## config.mk

```make
export PLATFORM = sky130hd
export DESIGN_NAME = game_controller
export DESIGN_NICKNAME = d
export VERILOG_FILES = /design/src/rtl/game_controller.sv
export SDC_FILE = /design/constraint.sdc
export NUM_CORES = 1
export LEC_CHECK = 0
export BUFFER_PORTS_ARGS = -buffer_cell sky130_fd_sc_hd__buf_2
export CORE_MARGIN = 2
export CORE_UTILIZATION = 30
export CTS_CLUSTER_SIZE = 40
export DETAILED_ROUTE_END_ITERATION = 10
export HOLD_SLACK_MARGIN = 0.02
export PLACE_DENSITY = 0.58
export SYNTH_ARGS = -nofsm -noshare
export SYNTH_HDL_FRONTEND = slang
export SYNTH_SLANG_ARGS = --single-unit
```

## constraint.sdc

```tcl
create_clock -name clk -period 2.1 [get_ports clk]
set_input_delay 0.42 -clock clk [delete_from_list [all_inputs] [get_ports clk]]
set_output_delay 0.42 -clock clk [all_outputs]
set_load 0.02 [all_outputs]
```

## src/rtl/game_controller.sv

```systemverilog
// Top-level sequencer for the memory game: builds the 5-digit sequence word, drives the
// display and checker hand-offs, tracks level and lives, and owns the shared RAM port.
module game_controller #(
    parameter int unsigned START_LIVES = 3,
    parameter int unsigned MAX_LVL     = 5
) (
    input  logic        clk,
    input  logic        rst,
    input  logic        start,
    input  logic [3:0]  rand_digit,
    input  logic        disp_done,
    input  logic        correct,
    input  logic        incorrect,
    input  logic        disp_RAM_r,
    input  logic [4:0]  disp_RAM_addr,
    input  logic        chk_RAM_r,
    input  logic [4:0]  chk_RAM_addr,
    output logic        RAM_r,
    output logic        RAM_we,
    output logic [4:0]  RAM_addr,
    output logic [19:0] RAM_din,
    output logic        disp_start,
    output logic        chk_go,
    output logic [2:0]  LVL,
    output logic [1:0]  lives,
    output logic        game_won,
    output logic        game_lost
);

    localparam logic [1:0] LivesInit = START_LIVES[1:0];
    localparam logic [2:0] LvlMax    = MAX_LVL[2:0];
    localparam logic [2:0] GenLast   = 3'd4;

    typedef enum logic [2:0] {
        StIdle,
        StGen,
        StWrite,
        StShow,
        StWaitd,
        StPlay,
        StWin,
        StLose
    } state_e;

    state_e      state_q, state_d;
    logic [2:0]  lvl_q, lvl_d;
    logic [1:0]  lives_q, lives_d;
    logic [2:0]  gen_cnt_q, gen_cnt_d;
    logic [19:0] seq_q, seq_d;
    logic        chk_go_q, chk_go_d;
    logic        ram_r_q, ram_r_d;
    logic [4:0]  ram_addr_q, ram_addr_d;
    logic [3:0]  digit;

    // Fold 10..15 back into 0..9 so every stored nibble is a decimal digit.
    assign digit = (rand_digit > 4'd9) ? (rand_digit - 4'd10) : rand_digit;

    always_comb begin
        state_d   = state_q;
        lvl_d     = lvl_q;
        lives_d   = lives_q;
        gen_cnt_d = gen_cnt_q;
        seq_d     = seq_q;
        chk_go_d  = 1'b0;

        case (state_q)
            StIdle, StWin, StLose: begin
                if (start) begin
                    state_d   = StGen;
                    lvl_d     = 3'd1;
                    lives_d   = LivesInit;
                    gen_cnt_d = 3'd0;
                end
            end
            StGen: begin
                seq_d     = {seq_q[15:0], digit};
                gen_cnt_d = gen_cnt_q + 3'd1;
                if (gen_cnt_q == GenLast) begin
                    state_d = StWrite;
                end
            end
            StWrite: state_d = StShow;
            StShow:  state_d = StWaitd;
            StWaitd: begin
                if (disp_done) begin
                    state_d  = StPlay;
                    chk_go_d = 1'b1;
                end
            end
            StPlay: begin
                // incorrect wins when both pulses arrive together
                if (incorrect) begin
                    lives_d = lives_q - 2'd1;
                    state_d = (lives_q == 2'd1) ? StLose : StShow;
                end else if (correct) begin
                    if (lvl_q == LvlMax) begin
                        state_d = StWin;
                    end else begin
                        lvl_d   = lvl_q + 3'd1;
                        state_d = StShow;
                    end
                end
            end
            default: state_d = StIdle;
        endcase
    end

    // RAM read arbitration: only the phase owner's request is forwarded, one cycle late.
    always_comb begin
        ram_r_d    = 1'b0;
        ram_addr_d = 5'd0;
        case (state_q)
            StShow, StWaitd: begin
                if (disp_RAM_r) begin
                    ram_r_d    = 1'b1;
                    ram_addr_d = disp_RAM_addr;
                end
            end
            StPlay: begin
                if (chk_RAM_r) begin
                    ram_r_d    = 1'b1;
                    ram_addr_d = chk_RAM_addr;
                end
            end
            default: begin
                ram_r_d    = 1'b0;
                ram_addr_d = 5'd0;
            end
        endcase
    end

    always_ff @(posedge clk or negedge rst) begin
        if (!rst) begin
            state_q    <= StIdle;
            lvl_q      <= 3'd1;
            lives_q    <= LivesInit;
            gen_cnt_q  <= 3'd0;
            seq_q      <= 20'd0;
            chk_go_q   <= 1'b0;
            ram_r_q    <= 1'b0;
            ram_addr_q <= 5'd0;
        end else begin
            state_q    <= state_d;
            lvl_q      <= lvl_d;
            lives_q    <= lives_d;
            gen_cnt_q  <= gen_cnt_d;
            seq_q      <= seq_d;
            chk_go_q   <= chk_go_d;
            ram_r_q    <= ram_r_d;
            ram_addr_q <= ram_addr_d;
        end
    end

    assign RAM_r      = ram_r_q;
    assign RAM_addr   = ram_addr_q;
    assign RAM_we     = (state_q == StWrite);
    assign RAM_din    = (state_q == StWrite) ? seq_q : 20'd0;
    assign disp_start = (state_q == StShow);
    assign chk_go     = chk_go_q;
    assign LVL        = lvl_q;
    assign lives      = lives_q;
    assign game_won   = (state_q == StWin);
    assign game_lost  = (state_q == StLose);

endmodule

```

==> results.json, run 1 <==
{
  "cts_sinks": 38,
  "grt_max_degree": 22,
  "async_flop_share_pct": 100,
  "status": "finished clean",
  "drive_above_1_share_pct": 33.1,
  "yosysWarnings": 0,
  "seq_area_um2": 956,
  "yosysSeqAreaShare_pct": 48.4,
  "n_fill_cell": 646,
  "fin_skew_ps": 7.06,
  "place.gp.congestion": 0.724,
  "fin_cells": 349,
  "setup_violations": 0,
  "reg2regPathDepth": 4,
  "crit_path_start_kind": "register",
  "period_share_pct": 91.6,
  "antenna_found_initial": 0,
  "initial_core_util_pct": 31.1,
  "p_total_w": 0.00333,
  "drv_slew": 0,
  "relSlewSlack_pct": 69.7,
  "synth_seq_cells": 38,
  "path_clk_slew_ps": 80,
  "drt-initial-drc-count": 56,
  "synth_edf_count": 0,
  "cts_buffers": 5,
  "cts-root-buf": "clkbuf_8",
  "cp.arrival_ps": 1500,
  "grt_usage_pct": 12.4,
  "clk_latency_ps": 290,
  "crit_start": "state_q[2]",
  "diodes": 0,
  "critical_path_class": "register to output port",
  "r2r-start": "state_q[1]",
  "dr.pass1.iters": 4,
  "dp_hpwl_um": 3040,
  "fp.dieW_um": 85.1,
  "area_growth_pct": 25.7,
  "htree_levels": 2,
  "coreArea_um2": 6350,
  "routed_wl_um": 4150,
  "vias_per_cell": 4.53,
  "maxCapViolCount": 0,
  "grt_pass1_wl_um": 7110,
  "hold_viol": 0,
  "ios": 58,
  "wire_per_inst_um": 11.9,
  "crit_fanout": 21,
  "r2r_setup_slack_ps": 480,
  "ir_worst_vdd_uv": 492,
  "reg2reg_to": "state_q[0]",
  "grt_pass1_vias": 1530,
  "crit_path_end_kind": "output port",
  "fin_nets": 299,
  "required_ps": 1680,
  "routed-via-count": 1582,
  "critical_path.endpoint": "RAM_din[7]",
  "setup_tns_ps": 0,
  "yosysUniqueCellTypes": 46,
  "netlist_area_um2": 1970,
  "ys.flop_type": "dfrtp_1",
  "fin_crit_ps": 1920,
  "syn_nets": 238,
  "die_y_um": 85.1,
  "overflow": 0,
  "fp-row-count": 29,
  "dieArea_um2": 7250,
  "ant_nets": 0,
  "hold_path.class": "primary input to asynchronous set/reset pin",
  "synthCells": 210,
  "rsz0062_at_grt": "no",
  "drc": 0,
  "tritoncts": "yes",
  "portBuffers": 57,
  "fmax_ghz": 0.520,
  "power_density_nw_per_um2": 1340,
  "p_leak_nw": 1.33,
  "post_synth.cell_area_avg_um2": 9.40,
  "cts_max_path_buffers": 2,
  "multi_input_area_um2": 928,
  "placed_cells": 339,
  "tightest_slew_ps": 454
}
-- cell type report --
cell class	instances	share of cell area, %
Sequential cell	38	38.5
Clock buffer	5	2.77
Tap cell	77	3.88
Clock inverter	3	1.81
Multi-Input combinational cell	154	37.4
Inverter	6	0.907
Timing Repair Buffer	66	14.7
-- registers in the layout, summed over array words and instances, names as in the netlist --
name       flops
state_q        3
gen_cnt_q      3
LVL            3
seq_q         20
lives          2
RAM_addr       5
RAM_r          1
chk_go         1
-- per-stage QoR --
stage | util [%] | cell area, µm² | hold WS, ps | setup slack, ps
5_1_grt | 39.1 | 2480 | 84.0 | 37.5
4_1_cts | 38.9 | 2470 | 75.7 | 118
3_5_place_dp | 37.0 | 2350 | 398 | 300
2_1_floorplan | - | 1970 | 124 | 482
6_report | 39.1 | 2480 | 64.3 | 177
3_3_place_gp | 37.0 | 2350 | 406 | 353
-- logic make-up (layout without fill, tap and decap cells) --
| logic type | count (synthesis) | in the layout | share of synthesized area [%] |
|---|---|---|---|
| xor+xnor | 1 | 1 | 0.444 |
| simple gates | 113 | 113 | 28.5 |
| fa+ha+maj | 6 | 6 | 3.80 |
| compound gates | 28 | 28 | 11.2 |
| flops | 38 | 38 | 48.4 |
| mux | 6 | 6 | 3.17 |
| buf+inv | 18 | 80 | 4.63 |
-- placed cells by master (no fill, tap or decap), types with 5 or more instances in the layout --
cell type  instances
a22o_1             5
and2_1            20
buf_2             57
buf_4              8
clkbuf_8           5
dfrtp_1           34
ha_1               6
inv_1              6
nand2_1           61
nand3_1            5
nor2_1             8
-- Yosys cell counts, types with 3 or more instances --
library cell	number	area, µm²
a21oi_1	3	15.0
a22o_1	5	43.8
and2_1	20	125
buf_2	7	35.0
dfrtp_1	35	876
dfstp_2	3	78.8
ha_1	6	75.1
inv_1	6	22.5
mux2i_1	4	40.0
nand2_1	61	229
nand3_1	5	25.0
nor2_1	8	30.0
nor2b_1	4	25.0
o21ai_0	3	15.0
o21ai_1	3	15.0
-- timing repair --
action / in CTS / in global routing
hold buffers: 0 / 0
setup endpoints to repair: 9 / 5
gates resized for setup: 1 / 0
pin swaps: 0 / 0
buffers inserted: 0 / 2
-- metal layers --
metal / track usage, % / vias up / part of all wire (%)
li1: - / 807 / -
met4: 4.18 / 0 / 1.4
met3: 4.28 / 6 / 5.0
met1: 15.3 / 745 / 45
met5: 0 / - / 0
met2: 20.1 / 24 / 48
-- worst min-delay path by stage --
stage	to	cells past startpoint	from
finish	seq_q[10]	1	rst
global route	seq_q[10]	1	rst
CTS	seq_q[10]	1	rst
detailed placement	seq_q[3]	1	rst
global placement	seq_q[2]	1	rst
floorplan	LVL[1]	0	rst
-- report_power, final --
part / internal, W / total [W] / switching [W] / leakage, nW
Clock: 0.000353 / 0.000624 / 0.000271 / 0.0504
Combinational: 0.000603 / 0.00147 / 0.000871 / 0.795
Sequential: 0.00103 / 0.00123 / 0.000207 / 0.487
-- worst max-delay path: stages (launching register included) --
cell and delay [ps]:
dfrtp_1 460, nor3b_2 200, buf_4 230, and2_1 160, buf_2 160
No activity file was read; power rests on OpenSTA's default activity.
==> run 2: changes to the inputs <==
Settings changed: CELL_PAD_IN_SITES_DETAIL_PLACEMENT set to 0, CELL_PAD_IN_SITES_GLOBAL_PLACEMENT set to 1, PLACE_DENSITY 0.58 to 0.72.
==> results.json, run 2 (same netlist as run 1, synthesis figures left out) <==
{
  "multi_input_area_um2": 928,
  "dieArea_um2": 7250,
  "power_density_nw_per_um2": 1340,
  "grt_usage_pct": 11.7,
  "rsz0062_at_grt": "no",
  "maxCapViolCount": 0,
  "n_fill_cell": 643,
  "htree_levels": 2,
  "crit_chain": "nor3b_2, buf_4, and2_1, buf_2",
  "setup_violations": 0,
  "fp-row-count": 29,
  "antenna_found_initial": 0,
  "ant_nets": 0,
  "dr.pass1.iters": 4,
  "required_ps": 1680,
  "holdBufCountCts": 0,
  "grt_pass1_vias": 1417,
  "place.gp.congestion": 0.744,
  "routed-via-count": 1547,
  "fin_cells": 347,
  "postCtsSetupBuffers": 0,
  "largest_register_ffs": 20,
  "regMostFlops": "seq_q",
  "setup_tns_ps": 0,
  "r2r-start": "state_q[1]",
  "layout_common_cells": "nand2_1, buf_2, dfrtp_1",
  "area_growth_pct": 24.6,
  "hold_path.class": "primary input to asynchronous set/reset pin",
  "stdcell_area_um2": 2460,
  "reg2reg_to": "state_q[0]",
  "die_y_um": 85.1,
  "clk_latency_ps": 290,
  "fin_skew_ps": 4.54,
  "p_leak_nw": 1.33,
  "overflow": 0,
  "cts-root-buf": "clkbuf_8",
  "slowest_delay_ps": 470,
  "dp_hpwl_um": 3060,
  "grt_max_degree": 39,
  "initial_core_util_pct": 31.1,
  "portBuffers": 57,
  "seq_area_um2": 955,
  "placed_cells": 340,
  "vias_per_cell": 4.46,
  "crit_path_start_kind": "register",
  "cts_sinks": 38,
  "cts_buffers": 5,
  "tritoncts": "yes",
  "layout_commonest_cell": "nand2_1",
  "fin_nets": 298,
  "cp.arrival_ps": 1490,
  "drv_slew": 0,
  "r2r_setup_slack_ps": 450,
  "fin_crit_ps": 1910,
  "wire_per_inst_um": 11.9,
  "grt_pass1_wl_um": 6750,
  "status": "finished clean",
  "path_clk_slew_ps": 70,
  "critical_path_class": "register to output port",
  "fmax_ghz": 0.523,
  "tightest_slew_ps": 485,
  "period_share_pct": 91.1,
  "hold_viol": 0,
  "place_area_um2": 2350,
  "cts_max_path_buffers": 2,
  "slowest_stage": "dfrtp_1",
  "cts-resized-gates": 0,
  "ir_worst_vdd_uv": 464,
  "drc": 0,
  "diodes": 0,
  "ios": 58,
  "drive_above_1_share_pct": 32.2,
  "relSlewSlack_pct": 67.7,
  "coreArea_um2": 6350,
  "reg2regPathDepth": 4,
  "routed_wl_um": 4130,
  "crit_path_end_kind": "output port",
  "drt-initial-drc-count": 56,
  "crit_fanout": 21,
  "fp.dieW_um": 85.1
}
==> run 2: cell count changes in the layout (fill, tap and decap cells not counted) <==
cell / before / now
clkinvlp_4: 2 / 0
buf_12: 1 / 0
clkbuf_8: 5 / 6
dfrtp_1: 34 / 35
dfrtp_2: 1 / 0
==> run 2: report_power, final <==
| part | total (W) | internal, W | switching, W |
|---|---|---|---|
| combinational | 0.00145 | 0.000591 | 0.000859 |
| clock | 0.000623 | 0.000380 | 0.000244 |
| sequential | 0.00123 | 0.00102 | 0.000207 |
==> run 2: how the worst max path moves through the flow <==
stage	start	endpoint	slack [ps]	cells past startpoint
final	state_q[2]	RAM_din[0]	190	4
after global routing	state_q[1]	RAM_din[0]	20	4
after CTS	state_q[2]	RAM_din[0]	140	4
after detailed placement	state_q[2]	RAM_din[0]	460	4
after global placement	state_q[1]	state_q[0]	460	4
after floorplan	state_q[1]	RAM_din[10]	480	4
==> run 2: cell type report <==
type / count / area share [%]
Tap cell: 77 / 3.92
Timing Repair Buffer: 65 / 14.0
Sequential cell: 38 / 38.8
Clock buffer: 6 / 3.36
Multi-Input combinational cell: 154 / 37.7
Clock inverter: 1 / 1.22
Inverter: 6 / 0.916
==> run 2: stage by stage <==
stage / utilization, % / setup WS, ps / total power [W] / hold WS, ps
6_report: 38.7 / 187 / 0.00330 / 169
5_1_grt: 38.7 / 20.6 / 0.00360 / 208
4_1_cts: 38.7 / 138 / 0.00337 / 190
3_5_place_dp: 37.0 / 462 / 0.00273 / 463
3_3_place_gp: 37.0 / 463 / 0.00270 / 451
2_1_floorplan: - / 482 / 0.00231 / 124
==> run 2: metal layers <==
| layer | wire (µm) | track usage (%) | part of all wire (%) | vias up |
|---|---|---|---|---|
| met5 | 0 | 0 | 0 | - |
| met1 | 1960 | 15.9 | 47 | 700 |
| met4 | 76 | 4.76 | 1.8 | 0 |
| li1 | - | - | - | 813 |
| met3 | 154 | 2.14 | 3.7 | 5 |
| met2 | 1940 | 18.5 | 47 | 29 |
==> run 2: worst max-delay path: cells and delay by family, from the launching register on <==
family | cells | cell delay [ps]
simple gates | 2 | 360
buf+inv | 2 | 380
flops | 1 | 470
